===== src/rtl/house_state_ctrl_pkg.sv =====
// Shared types and constants for the house tile controller.
package house_pkg;

    typedef enum logic [2:0] {
        ALIVE      = 3'd0,
        HIT_FLASH  = 3'd1,
        SHIELDED   = 3'd2,
        DESTROYING = 3'd3,
        DEAD       = 3'd4
    } house_state_t;

    localparam logic [7:0] HOUSE_COLOR_DEF      = 8'h00;
    localparam logic [7:0] FLASH_COLOR_DEF      = 8'hF0;
    localparam logic [7:0] SHIELD_COLOR_DEF     = 8'h1C;
    localparam logic [7:0] TRANSPARENT_ENCODING = 8'hFF;

    function automatic int max3(input int a, input int b, input int c);
        int m;
        m = (a > b) ? a : b;
        return (m > c) ? m : c;
    endfunction

endpackage


===== src/rtl/house_state_ctrl_if.sv =====
// Signals between the house controller and its neighbours (collision, power-up, drawer).
interface house_state_ctrl_if;
    logic       startOfFrame;
    logic       hitPulse;
    logic       shieldReq;
    logic       newGame;
    logic       houseEnable;
    logic [7:0] houseColor;
    logic [2:0] hitsLeft;
    logic       gameOver;
    logic [2:0] stateOut;

    modport master (
        output startOfFrame, hitPulse, shieldReq, newGame,
        input  houseEnable, houseColor, hitsLeft, gameOver, stateOut
    );

    modport slave (
        input  startOfFrame, hitPulse, shieldReq, newGame,
        output houseEnable, houseColor, hitsLeft, gameOver, stateOut
    );
endinterface


===== src/rtl/house_state_ctrl_frame_timer.sv =====
// Saturating frame counter plus blink phase, shared by every timed house state.
module frame_timer #(
    parameter int MAX_COUNT    = 120,
    parameter int BLINK_PERIOD = 4,
    parameter int CNT_W        = 7
) (
    input  logic             clk,
    input  logic             resetN,
    input  logic             i_tick,
    input  logic             i_clear,
    output logic [CNT_W-1:0] o_count_adv,
    output logic             o_phase_adv
);

    localparam int BLK_W = $clog2(BLINK_PERIOD + 1);
    localparam logic [CNT_W-1:0] CNT_MAX  = CNT_W'(MAX_COUNT);
    localparam logic [BLK_W-1:0] BLK_LAST = BLK_W'(BLINK_PERIOD - 1);

    logic [CNT_W-1:0] r_count;
    logic [BLK_W-1:0] r_blink;
    logic             r_phase;
    logic [BLK_W-1:0] w_blink_adv;

    // The *_adv values include this cycle's tick but not the clear, so the
    // owner can compare against them without a combinational loop.
    always_comb begin
        o_count_adv = r_count;
        w_blink_adv = r_blink;
        o_phase_adv = r_phase;
        if (i_tick) begin
            if (r_count != CNT_MAX)
                o_count_adv = r_count + CNT_W'(1);
            if (r_blink == BLK_LAST) begin
                w_blink_adv = '0;
                o_phase_adv = ~r_phase;
            end else begin
                w_blink_adv = r_blink + BLK_W'(1);
            end
        end
    end

    always_ff @(posedge clk or negedge resetN) begin
        if (!resetN) begin
            r_count <= '0;
            r_blink <= '0;
            r_phase <= 1'b0;
        end else if (i_clear) begin
            r_count <= '0;
            r_blink <= '0;
            r_phase <= 1'b0;
        end else begin
            r_count <= o_count_adv;
            r_blink <= w_blink_adv;
            r_phase <= o_phase_adv;
        end
    end

endmodule


===== src/rtl/house_state_ctrl.sv =====
// House tile controller: hit points, hit-flash / shield / destruction sequencing,
// drawer enable and colour, and game-over.
module house_state_ctrl
    import house_pkg::*;
#(
    parameter int         MAX_HITS       = 3,
    parameter int         FLASH_FRAMES   = 16,
    parameter int         SHIELD_FRAMES  = 120,
    parameter int         DESTROY_FRAMES = 60,
    parameter int         BLINK_PERIOD   = 4,
    parameter logic [7:0] HOUSE_COLOR    = HOUSE_COLOR_DEF,
    parameter logic [7:0] FLASH_COLOR    = FLASH_COLOR_DEF,
    parameter logic [7:0] SHIELD_COLOR   = SHIELD_COLOR_DEF
) (
    input  logic               clk,
    input  logic               resetN,
    house_state_ctrl_if.slave  bus
);

    localparam int CNT_MAX = max3(FLASH_FRAMES, SHIELD_FRAMES, DESTROY_FRAMES);
    localparam int CNT_W   = $clog2(CNT_MAX + 1);
    localparam logic [CNT_W-1:0] FLASH_CNT   = CNT_W'(FLASH_FRAMES);
    localparam logic [CNT_W-1:0] SHIELD_CNT  = CNT_W'(SHIELD_FRAMES);
    localparam logic [CNT_W-1:0] DESTROY_CNT = CNT_W'(DESTROY_FRAMES);
    localparam logic [2:0]       HITS_INIT   = 3'(MAX_HITS);

    house_state_t     r_state, w_state_next;
    logic [2:0]       r_hits, w_hits_next;
    logic             r_hit_prev, r_hit_latched, w_hit_latched_next;
    logic             w_hit_rise, w_hit_qual;
    logic             w_shield_reload, w_timer_clear;
    logic [CNT_W-1:0] w_count_adv;
    logic             w_phase_adv, w_phase_next;
    logic             r_enable, w_enable_next;
    logic [7:0]       r_color, w_color_next;
    logic             r_game_over, w_game_over_next;

    frame_timer #(
        .MAX_COUNT   (CNT_MAX),
        .BLINK_PERIOD(BLINK_PERIOD),
        .CNT_W       (CNT_W)
    ) u_timer (
        .clk        (clk),
        .resetN     (resetN),
        .i_tick     (bus.startOfFrame),
        .i_clear    (w_timer_clear),
        .o_count_adv(w_count_adv),
        .o_phase_adv(w_phase_adv)
    );

    // A rise coinciding with startOfFrame belongs to the new frame and always counts.
    assign w_hit_rise = bus.hitPulse & ~r_hit_prev;
    assign w_hit_qual = w_hit_rise & (~r_hit_latched | bus.startOfFrame);

    always_comb begin
        w_hit_latched_next = r_hit_latched;
        if (bus.newGame)
            w_hit_latched_next = 1'b0;
        else if (w_hit_qual)
            w_hit_latched_next = 1'b1;
        else if (bus.startOfFrame)
            w_hit_latched_next = 1'b0;
    end

    always_comb begin
        w_state_next    = r_state;
        w_hits_next     = r_hits;
        w_shield_reload = 1'b0;
        if (bus.newGame) begin
            w_state_next = ALIVE;
            w_hits_next  = HITS_INIT;
        end else begin
            unique case (r_state)
                ALIVE: begin
                    if (w_hit_qual) begin
                        if (r_hits > 3'd1) begin
                            w_state_next = HIT_FLASH;
                            w_hits_next  = r_hits - 3'd1;
                        end else begin
                            w_state_next = DESTROYING;
                            w_hits_next  = 3'd0;
                        end
                    end else if (bus.shieldReq) begin
                        w_state_next = SHIELDED;
                    end
                end
                HIT_FLASH: begin
                    if (w_count_adv == FLASH_CNT)
                        w_state_next = ALIVE;
                end
                SHIELDED: begin
                    if (bus.shieldReq)
                        w_shield_reload = 1'b1;
                    else if (w_count_adv == SHIELD_CNT)
                        w_state_next = ALIVE;
                end
                DESTROYING: begin
                    if (w_count_adv == DESTROY_CNT)
                        w_state_next = DEAD;
                end
                DEAD: begin
                    w_hits_next = 3'd0;
                end
                default: begin
                    w_state_next = ALIVE;
                    w_hits_next  = HITS_INIT;
                end
            endcase
        end
    end

    assign w_timer_clear = bus.newGame | w_shield_reload | (w_state_next != r_state);
    assign w_phase_next  = w_timer_clear ? 1'b0 : w_phase_adv;

    // Outputs are decoded from the upcoming state so they register alongside it.
    always_comb begin
        w_enable_next    = 1'b1;
        w_color_next     = HOUSE_COLOR;
        w_game_over_next = 1'b0;
        unique case (w_state_next)
            HIT_FLASH:  w_color_next  = w_phase_next ? HOUSE_COLOR : FLASH_COLOR;
            SHIELDED:   w_color_next  = SHIELD_COLOR;
            DESTROYING: w_enable_next = w_phase_next;
            DEAD: begin
                w_enable_next    = 1'b0;
                w_game_over_next = 1'b1;
            end
            default: ;
        endcase
    end

    always_ff @(posedge clk or negedge resetN) begin
        if (!resetN) begin
            r_state       <= ALIVE;
            r_hits        <= HITS_INIT;
            r_hit_prev    <= 1'b0;
            r_hit_latched <= 1'b0;
            r_enable      <= 1'b1;
            r_color       <= HOUSE_COLOR;
            r_game_over   <= 1'b0;
        end else begin
            r_state       <= w_state_next;
            r_hits        <= w_hits_next;
            r_hit_prev    <= bus.hitPulse;
            r_hit_latched <= w_hit_latched_next;
            r_enable      <= w_enable_next;
            r_color       <= w_color_next;
            r_game_over   <= w_game_over_next;
        end
    end

    assign bus.stateOut    = r_state;
    assign bus.hitsLeft    = r_hits;
    assign bus.houseEnable = r_enable;
    assign bus.houseColor  = r_color;
    assign bus.gameOver    = r_game_over;

endmodule


===== src/flat_wrapper.sv =====
// flat-port wrapper written by rule: the top's interface ports become plain ports
module house_state_ctrl_flat import house_pkg::*;
#(
    parameter int         MAX_HITS       = 3,
    parameter int         FLASH_FRAMES   = 16,
    parameter int         SHIELD_FRAMES  = 120,
    parameter int         DESTROY_FRAMES = 60,
    parameter int         BLINK_PERIOD   = 4,
    parameter logic [7:0] HOUSE_COLOR    = HOUSE_COLOR_DEF,
    parameter logic [7:0] FLASH_COLOR    = FLASH_COLOR_DEF,
    parameter logic [7:0] SHIELD_COLOR   = SHIELD_COLOR_DEF
)
  (clk, resetN, bus_startOfFrame, bus_hitPulse, bus_shieldReq, bus_newGame, bus_houseEnable, bus_houseColor, bus_hitsLeft, bus_gameOver, bus_stateOut);
  house_state_ctrl_if bus_i ();
  input  logic clk;
  input  logic resetN;
  input wire logic [$bits(bus_i.startOfFrame)-1:0] bus_startOfFrame;
  input wire logic [$bits(bus_i.hitPulse)-1:0] bus_hitPulse;
  input wire logic [$bits(bus_i.shieldReq)-1:0] bus_shieldReq;
  input wire logic [$bits(bus_i.newGame)-1:0] bus_newGame;
  output wire logic [$bits(bus_i.houseEnable)-1:0] bus_houseEnable;
  output wire logic [$bits(bus_i.houseColor)-1:0] bus_houseColor;
  output wire logic [$bits(bus_i.hitsLeft)-1:0] bus_hitsLeft;
  output wire logic [$bits(bus_i.gameOver)-1:0] bus_gameOver;
  output wire logic [$bits(bus_i.stateOut)-1:0] bus_stateOut;
  assign bus_i.startOfFrame = bus_startOfFrame;
  assign bus_i.hitPulse = bus_hitPulse;
  assign bus_i.shieldReq = bus_shieldReq;
  assign bus_i.newGame = bus_newGame;
  assign bus_houseEnable = bus_i.houseEnable;
  assign bus_houseColor = bus_i.houseColor;
  assign bus_hitsLeft = bus_i.hitsLeft;
  assign bus_gameOver = bus_i.gameOver;
  assign bus_stateOut = bus_i.stateOut;
  house_state_ctrl #(.MAX_HITS(MAX_HITS), .FLASH_FRAMES(FLASH_FRAMES), .SHIELD_FRAMES(SHIELD_FRAMES), .DESTROY_FRAMES(DESTROY_FRAMES), .BLINK_PERIOD(BLINK_PERIOD), .HOUSE_COLOR(HOUSE_COLOR), .FLASH_COLOR(FLASH_COLOR), .SHIELD_COLOR(SHIELD_COLOR)) u_core (.clk(clk), .resetN(resetN), .bus(bus_i));
endmodule

===== config.mk =====
export PLATFORM = sky130hd
export DESIGN_NAME = house_state_ctrl_flat
export DESIGN_NICKNAME = d
export VERILOG_FILES = /design/src/rtl/house_state_ctrl_pkg.sv /design/src/rtl/house_state_ctrl_if.sv /design/src/rtl/house_state_ctrl_frame_timer.sv /design/src/rtl/house_state_ctrl.sv /design/src/flat_wrapper.sv
export SDC_FILE = /design/constraint.sdc
export NUM_CORES = 1
export LEC_CHECK = 0
export BUFFER_PORTS_ARGS = -buffer_cell sky130_fd_sc_hd__buf_2
export CAP_MARGIN = 20
export CORE_ASPECT_RATIO = 0.6
export CORE_UTILIZATION = 56
export CTS_CLUSTER_DIAMETER = 30
export DETAILED_ROUTE_END_ITERATION = 8
export PLACE_DENSITY = 0.76
export SKIP_CTS_REPAIR_TIMING = 1
export SYNTH_ARGS = -nofsm -noshare
export SYNTH_HDL_FRONTEND = slang
export SYNTH_SLANG_ARGS = --single-unit

===== constraint.sdc =====
create_clock -name clk -period 3 [get_ports clk]
set_input_delay 0.15 -clock clk [delete_from_list [all_inputs] [get_ports clk]]
set_output_delay 0.15 -clock clk [all_outputs]
set_load 0.005 [all_outputs]

==> reports/summary.txt, run 1 <==
Mapped cell area -> 1520 µm²
Layout area overhead -> 6.81%
Grt met2 use -> 36.7%
Remaining global-route overflow -> 0
CTS tree -> built
Cells after Synth -> 166
Worst-skew pair later-pin latency -> 0.27 ns
FMAX -> 355 MHz
Hold Vio Cnt, Final -> 0
Register area share after synthesis -> 39.7%
Peak supply drop -> 0.345 mV
H-tree levels -> 1
Nets -> 188
Initial Util -> 60.0%
M3 GR Usage -> 5.29%
Worst reg2reg startpoint -> u_core.u_timer.r_count[0]
Worst R2R End -> u_core.u_timer.r_count[2]
R2R setup slack -> 0.18 ns
Yosys warns -> 0
Number of max-cap violations -> 0
Rel. slew slack -> 57.5%
Register area -> 604 µm²
Fin util -> 64.1%
Footprint of the multi-input gates -> 779 µm²
CP Launch Point -> u_core.u_timer.r_count[0]
Largest net degree at the start of global routing -> 25
Crit path DAT -> 2.97 ns
Gr busiest metal -> met2
Drt total wl -> 3030 µm
Cell taking the most area after synthesis -> dfrtp_1
Antenna-violating nets left -> 0
Clock Tree Buf Depth -> 2
Clock sinks -> 24
DPL Wire Length -> 2230 µm
GPL Wtd Cong -> 0.859
Final setup viols -> 0
Total Neg Setup Slack -> 0 ns
Hold Crit Class -> input pin to register
CTS Buf Count -> 3
Skew final -> 0.00874 ns
CP Launch Type -> register
GRT Total Usage -> 22.9%
Vias -> 1248
DR pass1 iterations -> 4
Layout cell share with drive strength beyond 1 -> 20.5%
Commonest non-fill, non-tap cells in the layout -> nor2_1, dfrtp_1, buf_2, a21oi_1, o21ai_0
Die ar. -> 2940 µm²
Residual DRC -> 0
Fill count -> 214
Fin crit share -> 94.0%
Synth top area cells -> dfrtp_1, nor2_1, dfstp_2, buf_4, ha_1
Hold Slack -> 0.191 ns
Vias per cell -> 6.00
Die span in x -> 69.3 µm
Final worst slack -> 0.181 ns
Vias in the first global route -> 1176
Min Tclk post-route -> 2.82 ns
Max-slew violations -> 0
Die Ht -> 42.4 µm
Crit Path Class -> register to register
Commonest non-fill, non-tap cell in the layout -> nor2_1
Synth top area share -> 34.5%
I/O pin cnt -> 22
Min-delay src -> bus_newGame
Critical Path End Type -> register
Met1 usage -> 31.2%
Flops & latches, synth -> 24
Starting DRC count in detailed routing -> 103
Mean cell area of the mapped netlist -> 9.18 µm²
Critical path peak fanout -> 11
Hold path depth -> 2
Critical Path RT -> 3.15 ns
Row cnt -> 14
Initial antenna violation count -> 0
First-pass GRT wire length -> 5280 µm
Distinct cells, synth -> 49
Outcome -> completed
Worst slew pin tran -> 0.631 ns
# port buffers -> 19
Root buf cell -> clkbuf_8
Clock transition at path regs -> 0.08 ns
Post-synth EDFFs -> 0
Post-synth ARST share -> 100%
Wire length per cell -> 14.5 µm
RSZ-0062 raised after global routing -> false
Antenna diode count -> 0
Most used flip-flop cell after synthesis -> dfrtp_1
WHS Endpoint -> u_core.r_hit_latched
Std-Cell Core Area -> 2540 µm²
Pre-CTS WS -> 0.338 ns
Reg2reg path depth -> 9
PD cells -> 465 nW/µm²
Leakage -> 0.000766 µW
logic make-up (layout without fill, tap and decap cells):
family | after synthesis | count (layout) | synth area share, %
fa+ha+maj | 5 | 5 | 4.11
simple gates | 66 | 66 | 24.0
compound gates | 34 | 34 | 15.0
other cells | 1 | 2 | 0.246
xor+xnor | 8 | 8 | 4.60
mux | 4 | 4 | 2.96
buf+inv | 24 | 33 | 9.44
flops | 24 | 24 | 39.7
power by group:
group | switching, µW | leakage, µW | total (µW) | internal (µW)
combinational | 91.9 | 0.000420 | 164 | 72.3
sequential | 26.2 | 0.000317 | 376 | 350
clock | 99.9 | 0.0000288 | 217 | 117
Yosys cell counts, drive strengths merged (4+ instances only):
cell and n:
nand2b 4, dfrtp 21, nor2b 4, clkbuf 4, a21oi 10, xnor2 5, nand2 6, nor3 7
buf 13, nor2 23, o21ai 8, ha 5, nand3 4, inv 7
critical path: stages (launching register included):
cell and delay [ns]:
dfrtp_1 0.51, ha_1 0.31, nand3_1 0.12, or3_1 0.37, a2111oi_0 0.51, o211ai_1 0.24
mux2i_1 0.17, a32oi_1 0.19, buf_4 0.21, nor2_1 0.07
registers in the layout, indices dropped and copies added (netlist names):
| register | flops |
|---|---|
| u_core.u_timer.r_blink | 3 |
| u_core.u_timer.r_phase | 1 |
| u_core.bus.hitsLeft | 3 |
| u_core.bus.houseEnable | 1 |
| u_core.r_hit_prev | 1 |
| u_core.bus.gameOver | 1 |
| u_core.u_timer.r_count | 7 |
| u_core.bus.houseColor | 3 |
| u_core.r_hit_latched | 1 |
| u_core.bus.stateOut | 3 |
stage by stage:
step,std cells,cell area [µm²],power (µW)
finish,208,1630,757
global route,208,1630,801
CTS,206,1610,758
detailed placement,202,1550,542
global placement,202,1550,534
floorplan,167,1530,498
layout make-up:
type / count / area share [%]
clock buffer: 4 / 3.38
sequential: 24 / 37.1
inverter: 7 / 1.61
tap: 32 / 2.46
timing repair buffer: 22 / 7.53
multi-input combinational: 119 / 47.9
how the worst max path moves through the flow:
stage | end | slack (ns) | cells past startpoint
finish | u_core.u_timer.r_count[2] | 0.18 | 9
global route | u_core.u_timer.r_count[2] | 0.007 | 9
CTS | u_core.u_timer.r_count[6] | 0.19 | 9
detailed placement | u_core.u_timer.r_count[6] | 0.34 | 9
global placement | u_core.u_timer.r_count[6] | 0.45 | 9
floorplan | u_core.u_timer.r_blink[0] | 0.60 | 11
metal layers:
metal | share of wire (%) | up-vias | wire, µm
li1 | - | 594 | -
met1 | 48 | 603 | 1440
met2 | 45 | 43 | 1370
met3 | 5.2 | 8 | 158
met4 | 1.7 | 0 | 51
met5 | 0 | - | 0
Note: power is estimated with default switching activity, not from simulation.
==> run 2, diff against run 1 <==
--- a/config.mk
+++ b/config.mk
@@ -8,10 +8,11 @@
 export BUFFER_PORTS_ARGS = -buffer_cell sky130_fd_sc_hd__buf_2
 export CAP_MARGIN = 20
 export CORE_ASPECT_RATIO = 0.6
-export CORE_UTILIZATION = 56
+export CORE_UTILIZATION = 28
+export CTS_BUF_LIST = sky130_fd_sc_hd__clkbuf_16
 export CTS_CLUSTER_DIAMETER = 30
 export DETAILED_ROUTE_END_ITERATION = 8
-export PLACE_DENSITY = 0.76
+export PLACE_DENSITY = 0.43
 export SKIP_CTS_REPAIR_TIMING = 1
 export SYNTH_ARGS = -nofsm -noshare
 export SYNTH_HDL_FRONTEND = slang
==> run 2 against run 1 <==
  * Wire length grew 10%
  * Sequential power is essentially flat
  * Clock power grew 35%
  * Clock skew shrank 0.0064 ns
  * Largest power group unchanged
  * Design area grew 3.5%
  * Non-clock buffer count shrank 1
  * Hold slack lost 0.17 ns
  * Highest routed layer unchanged
  * Combinational power is essentially flat
  * Global-route usage shrank 10 points
  * Core utilization shrank 31 points
==> reports/summary.txt, run 2 (synthesis gave the netlist of run 1 again) <==
Outcome -> completed
Commonest non-fill, non-tap cell in the layout -> nor2_1
Nets -> 187 (-0.53%)
Critical Path RT -> 3.13 ns (-0.02 ns)
Commonest non-fill, non-tap cells in the layout -> nor2_1, dfrtp_1, buf_2, a21oi_1, o21ai_0
Antenna-violating nets left -> 0 (unchanged)
Vias per cell -> 4.90 (-18%)
Clock transition at path regs -> 0.06 ns (-0.02 ns)
Die span in x -> 97.2 µm (+40%)
Skew final -> 0.00236 ns (-0.00638 ns)
Rel. slew slack -> 55.2% (-2.3 points)
Critical path peak fanout -> 11 (unchanged)
# port buffers -> 19 (unchanged)
Layout area overhead -> 10.5%
GPL Wtd Cong -> 0.859 (about the same)
Residual DRC -> 0 (unchanged)
FMAX -> 361 MHz (+1.7%)
Critical Path End Type -> register
Die ar. -> 5750 µm² (+96%)
Leakage -> 0.000771 µW (+0.73%)
Layout cell share with drive strength beyond 1 -> 20.0% (-0.45 points)
Max reg flops -> 7 (unchanged)
First-pass GRT wire length -> 5570 µm (+5.5%)
DPL Wire Length -> 2550 µm (+14%)
Crit path DAT -> 2.91 ns (-0.06 ns)
Std-Cell Core Area -> 5150 µm² (+100%)
Remaining global-route overflow -> 0 (unchanged)
Number of max-cap violations -> 0 (unchanged)
Most flop-heavy register -> u_core.u_timer.r_count
H-tree levels -> 1 (unchanged)
PD cells -> 496 nW/µm² (+6.6%)
Final setup viols -> 0 (unchanged)
Min Tclk post-route -> 2.77 ns (-0.0469 ns)
Crit Path Class -> register to register
Placed cells -> 236 (+17%)
GRT Total Usage -> 12.5% (-10 points)
Hold Vio Cnt, Final -> 0 (unchanged)
Worst-skew pair later-pin latency -> 0.26 ns (about the same)
Die Ht -> 59.1 µm (+39%)
Largest net degree at the start of global routing -> 25 (unchanged)
Drt total wl -> 3340 µm (+10%)
Max-slew violations -> 0 (unchanged)
Hold Crit Class -> input pin to register
Vias in the first global route -> 1119 (-4.8%)
Clock Tree Buf Depth -> 2 (unchanged)
Initial antenna violation count -> 0 (unchanged)
Clock sinks -> 24 (unchanged)
CTS Buf Count -> 3 (unchanged)
Total Neg Setup Slack -> 0 ns (unchanged)
Row cnt -> 20 (+6)
Peak supply drop -> 0.243 mV (-30%)
Starting DRC count in detailed routing -> 79 (-23%)
Worst slew pin tran -> 0.666 ns (+0.0345 ns)
CP Launch Type -> register
Fill count -> 539 (+150%)
Antenna diode count -> 0 (unchanged)
RSZ-0062 raised after global routing -> false
Initial Util -> 29.6% (-30 points)
CTS tree -> built
Root buf cell -> clkbuf_16
Fin crit share -> 92.4% (-1.6 points)
Final Instance Count excl. Fillers -> 241 (+16%)
I/O pin cnt -> 22 (unchanged)
Wire length per cell -> 13.8 µm (-4.9%)
Vias -> 1182 (-5.3%)
DR pass1 iterations -> 4 (unchanged)
## run 2: power breakdown
group          internal (µW)  switching [µW]  total (µW)  leakage [µW]
sequential               350            25.7         376      0.000317
clock                    178             116         294     0.0000385
combinational           71.4            93.7         165      0.000416
## run 2: final cells by class
class	count	area (µm²)	area share, %
clock buffers	3	75.1	4.46
multi-input cells	119	779	46.3
flip-flops and latches	24	604	35.9
clock inverters	1	3.75	0.223
inverters	7	26.3	1.56
well taps	66	82.6	4.90
repair buffers	21	113	6.69
## run 2: through the flow
step / cell area, µm² / util (%) / total power [µW] / setup slack [ns] / hold WS [ns]
4_1_cts: 1670 / 32.5 / 847 / 0.241 / -0.0985
3_5_place_dp: 1600 / 30.9 / 546 / 0.279 / 0.180
2_1_floorplan: 1530 / - / 498 / 0.600 / -0.146
6_report: 1680 / 32.7 / 836 / 0.228 / 0.0227
5_1_grt: 1680 / 32.7 / 887 / 0.0994 / 0.0209
3_3_place_gp: 1600 / 30.9 / 542 / 0.321 / 0.169
## run 2: worst max-delay path: stages, from the launching register on
cell and delay, ns:
dfrtp_1 0.50, ha_1 0.29, nand3_1 0.11, or3_1 0.35, a2111oi_0 0.49, o211ai_1 0.23, mux2i_1 0.17, a32oi_1 0.22
buf_4 0.23, a21oi_1 0.06
## run 2: layer usage
layer,GRT usage [%],up-vias,share of wire [%]
li1,-,584,-
met1,18.5,572,54
met2,18.2,24,41
met3,3.42,2,4.4
met4,2.73,0,0.78
met5,0,-,0
## run 2: worst paths after layout
| path | startpoint | to | slack (ns) | cells past startpoint |
|---|---|---|---|---|
| worst max-delay path | u_core.u_timer.r_count[0] | u_core.u_timer.r_count[6] | 0.23 | 9 |
| worst min-delay path | bus_hitPulse | u_core.r_hit_prev | 0.02 | 1 |
| worst max register to register | u_core.u_timer.r_count[0] | u_core.u_timer.r_count[6] | 0.23 | 9 |
| max in group asynchronous | resetN | u_core.bus.hitsLeft[0] | 2.20 | 2 |
| min in group asynchronous | resetN | u_core.bus.stateOut[0] | 0.42 | 2 |
| worst min register to register | u_core.u_timer.r_blink[2] | u_core.u_timer.r_blink[2] | 0.52 | 2 |
==> run 3, diff against run 2 <==
--- a/config.mk
+++ b/config.mk
@@ -5,6 +5,7 @@
 export SDC_FILE = /design/constraint.sdc
 export NUM_CORES = 1
 export LEC_CHECK = 0
+export ABC_AREA = 1
 export BUFFER_PORTS_ARGS = -buffer_cell sky130_fd_sc_hd__buf_2
 export CAP_MARGIN = 20
 export CORE_ASPECT_RATIO = 0.6
==> run 3 against run 2 <==
  * Sequential power is essentially flat
  * Largest cell class unchanged
  * Hold slack lost 0.0099 ns
  * Critical path type unchanged
  * Largest power group unchanged
  * Area after synthesis shrank 5.0%
  * Sequential share of layout area grew 0.51 points
  * Power grew 4.0%
==> reports/summary.txt, run 3 <==
Max-slew violations -> 0 (unchanged)
Starting DRC count in detailed routing -> 81 (+2.5%)
CTS Buf Count -> 3 (unchanged)
First-pass GRT wire length -> 5090 µm (-8.5%)
Register area share after synthesis -> 41.7% (+2.1 points)
Clock sinks -> 24 (unchanged)
RSZ-0062 raised after global routing -> false
Commonest non-fill, non-tap cells in the layout -> nand2_1, inv_1, nor2_1, dfrtp_1, buf_2
FMAX -> 429 MHz (+19%)
Final Instance Count excl. Fillers -> 277 (+15%)
Yosys warns -> 0 (unchanged)
Worst R2R End -> u_core.u_timer.r_count[0]
Layout cell share with drive strength beyond 1 -> 15.4% (-4.6 points)
Critical Path RT -> 3.18 ns (+0.05 ns)
Total Neg Setup Slack -> 0 ns (unchanged)
Wire length per cell -> 11.1 µm (-19%)
Hold Crit Class -> input pin to register
Crit Path Class -> register to register
Vias -> 1223 (+3.5%)
Die Ht -> 57.7 µm (-2.5%)
Final worst slack -> 0.667 ns (+0.439 ns)
Synth top area share -> 36.3% (+1.8 points)
Critical path peak fanout -> 10 (-1)
DPL Wire Length -> 2380 µm (-6.8%)
Final setup viols -> 0 (unchanged)
Max reg flops -> 7 (unchanged)
Flops & latches, synth -> 24 (unchanged)
Commonest cells post-synth -> nand2_1, inv_1, nor2_1
Most common cell in the synthesized netlist -> nand2_1
Vias per cell -> 4.42 (-10%)
Row cnt -> 19 (-5.0%)
Rel. slew slack -> 59.7% (+4.5 points)
Std-Cell Core Area -> 4750 µm² (-7.8%)
Min Tclk post-route -> 2.33 ns (-0.439 ns)
Die ar. -> 5470 µm² (-4.9%)
Vias in the first global route -> 1047 (-6.4%)
Min-delay src -> bus_hitPulse
Clock transition at path regs -> 0.06 ns (about the same)
Mean cell area of the mapped netlist -> 7.39 µm² (-20%)
Die span in x -> 94.8 µm (-2.5%)
Synth top area cells -> dfrtp_1, nand2_1, inv_1, nor2_1, dfstp_2
CTS tree -> built
Hold path depth -> 1 (unchanged)
Largest net degree at the start of global routing -> 25 (unchanged)
Antenna-violating nets left -> 0 (unchanged)
Post-synth ARST share -> 100% (unchanged)
Crit path DAT -> 2.51 ns (-0.40 ns)
GRT Total Usage -> 12.5% (-0.059 points)
Most flop-heavy register -> u_core.u_timer.r_count
WHS Endpoint -> u_core.r_hit_prev
Distinct cells, synth -> 30 (-39%)
DR pass1 iterations -> 4 (unchanged)
GPL Wtd Cong -> 0.714 (-17%)
Skew final -> 0.00626 ns (+0.00390 ns)
Antenna diode count -> 0 (unchanged)
Leakage -> 0.000892 µW (+16%)
Initial Util -> 30.4% (+0.88 points)
I/O pin cnt -> 22 (unchanged)
Layout area overhead -> 14.7%
# port buffers -> 19 (unchanged)
Worst-skew pair later-pin latency -> 0.26 ns (about the same)
Fill count -> 534 (-0.93%)
Outcome -> completed
Peak supply drop -> 0.198 mV (-19%)
R2R setup slack -> 0.67 ns (+0.44 ns)
PD cells -> 523 nW/µm² (+5.4%)
Nets -> 226 (+21%)
Most used flip-flop cell after synthesis -> dfrtp_1
Root buf cell -> clkbuf_16
Clock Tree Buf Depth -> 2 (unchanged)
Critical Path End Type -> register
Remaining global-route overflow -> 0 (unchanged)
Fin crit share -> 77.8% (-15 points)
Worst reg2reg startpoint -> u_core.u_timer.r_count[0]
Placed cells -> 272 (+15%)
CP Launch Type -> register
Post-synth EDFFs -> 0 (unchanged)
Pre-CTS WS -> 0.672 ns (+0.393 ns)
Residual DRC -> 0 (unchanged)
Number of max-cap violations -> 0 (unchanged)
Mapped cell area -> 1450 µm² (-5.0%)
Fin util -> 34.9% (+2.3 points)
Initial antenna violation count -> 0 (unchanged)
Reg2reg path depth -> 14 (+5)
Cell taking the most area after synthesis -> dfrtp_1
Worst slew pin tran -> 0.598 ns (-0.0679 ns)
Drt total wl -> 3090 µm (-7.4%)
Cells after Synth -> 196 (+18%)
H-tree levels -> 1 (unchanged)
CP Launch Point -> u_core.u_timer.r_count[0]
Hold Vio Cnt, Final -> 0 (unchanged)
Commonest non-fill, non-tap cell in the layout -> nand2_1
==> run 3: worst max-delay path by stage <==
stage,endpoint,slack (ns),cells after the start
floorplan,u_core.bus.houseColor[4],0.94,15
global placement,u_core.bus.houseColor[4],0.73,15
detailed placement,u_core.bus.houseColor[4],0.67,15
CTS,u_core.bus.houseColor[4],0.67,15
global route,u_core.u_timer.r_count[0],0.45,16
finish,u_core.u_timer.r_count[0],0.67,14
==> run 3: cells by family (layout without fill, tap and decap cells) <==
family	after synthesis	after routing	share of synthesized area [%]
compound gates	27	27	10.8
xor+xnor	1	1	0.605
fa+ha+maj	5	5	4.32
buf+inv	40	57	12.3
flops	24	24	41.7
other cells	1	2	0.259
simple gates	98	98	30.0
==> run 3: report_power, final <==
part	leakage (µW)	internal (µW)	switching, µW
sequential	0.000317	356	21.0
clock	0.0000385	178	118
combinational	0.000537	68.3	128
total	0.000892	603	266
==> run 3: area by class of cell <==
| class | count | area, µm² | share of cell area, % |
|---|---|---|---|
| clock inverters | 1 | 3.75 | 0.226 |
| inverters | 33 | 124 | 7.46 |
| well taps | 63 | 78.8 | 4.75 |
| flip-flops and latches | 24 | 604 | 36.4 |
| multi-input cells | 133 | 669 | 40.3 |
| repair buffers | 20 | 105 | 6.33 |
| clock buffers | 3 | 75.1 | 4.52 |
==> run 3: stage by stage <==
stage | hold slack (ns) | power, µW | area [µm²]
after detailed placement | 0.184 | 577 | 1570
after global placement | 0.189 | 581 | 1570
after global routing | 0.0126 | 926 | 1660
final | 0.0128 | 869 | 1660
after floorplan | -0.146 | 517 | 1450
after CTS | -0.0968 | 875 | 1650
==> run 3: worst max-delay path, cell delays in order, from the launching register on <==
cell     delay (ns)
dfrtp_1        0.39
inv_1          0.08
ha_1           0.28
or2_0          0.22
o21ai_0        0.10
nand3_1        0.18
nor2_1         0.12
nand2_1        0.09
nand2_2        0.08
nand3_2        0.10
nand3_1        0.09
nand2_1        0.06
nor2_2         0.16
nand2_4        0.14
a21oi_1        0.16
==> run 3: metal layers <==
layer	vias to the layer above	share of wire, %	GRT usage (%)
met3	5	3.5	3.54
met5	-	0	0
met1	550	59	19.9
met2	24	37	15.7
met4	0	1.0	3.46
li1	644	-	-
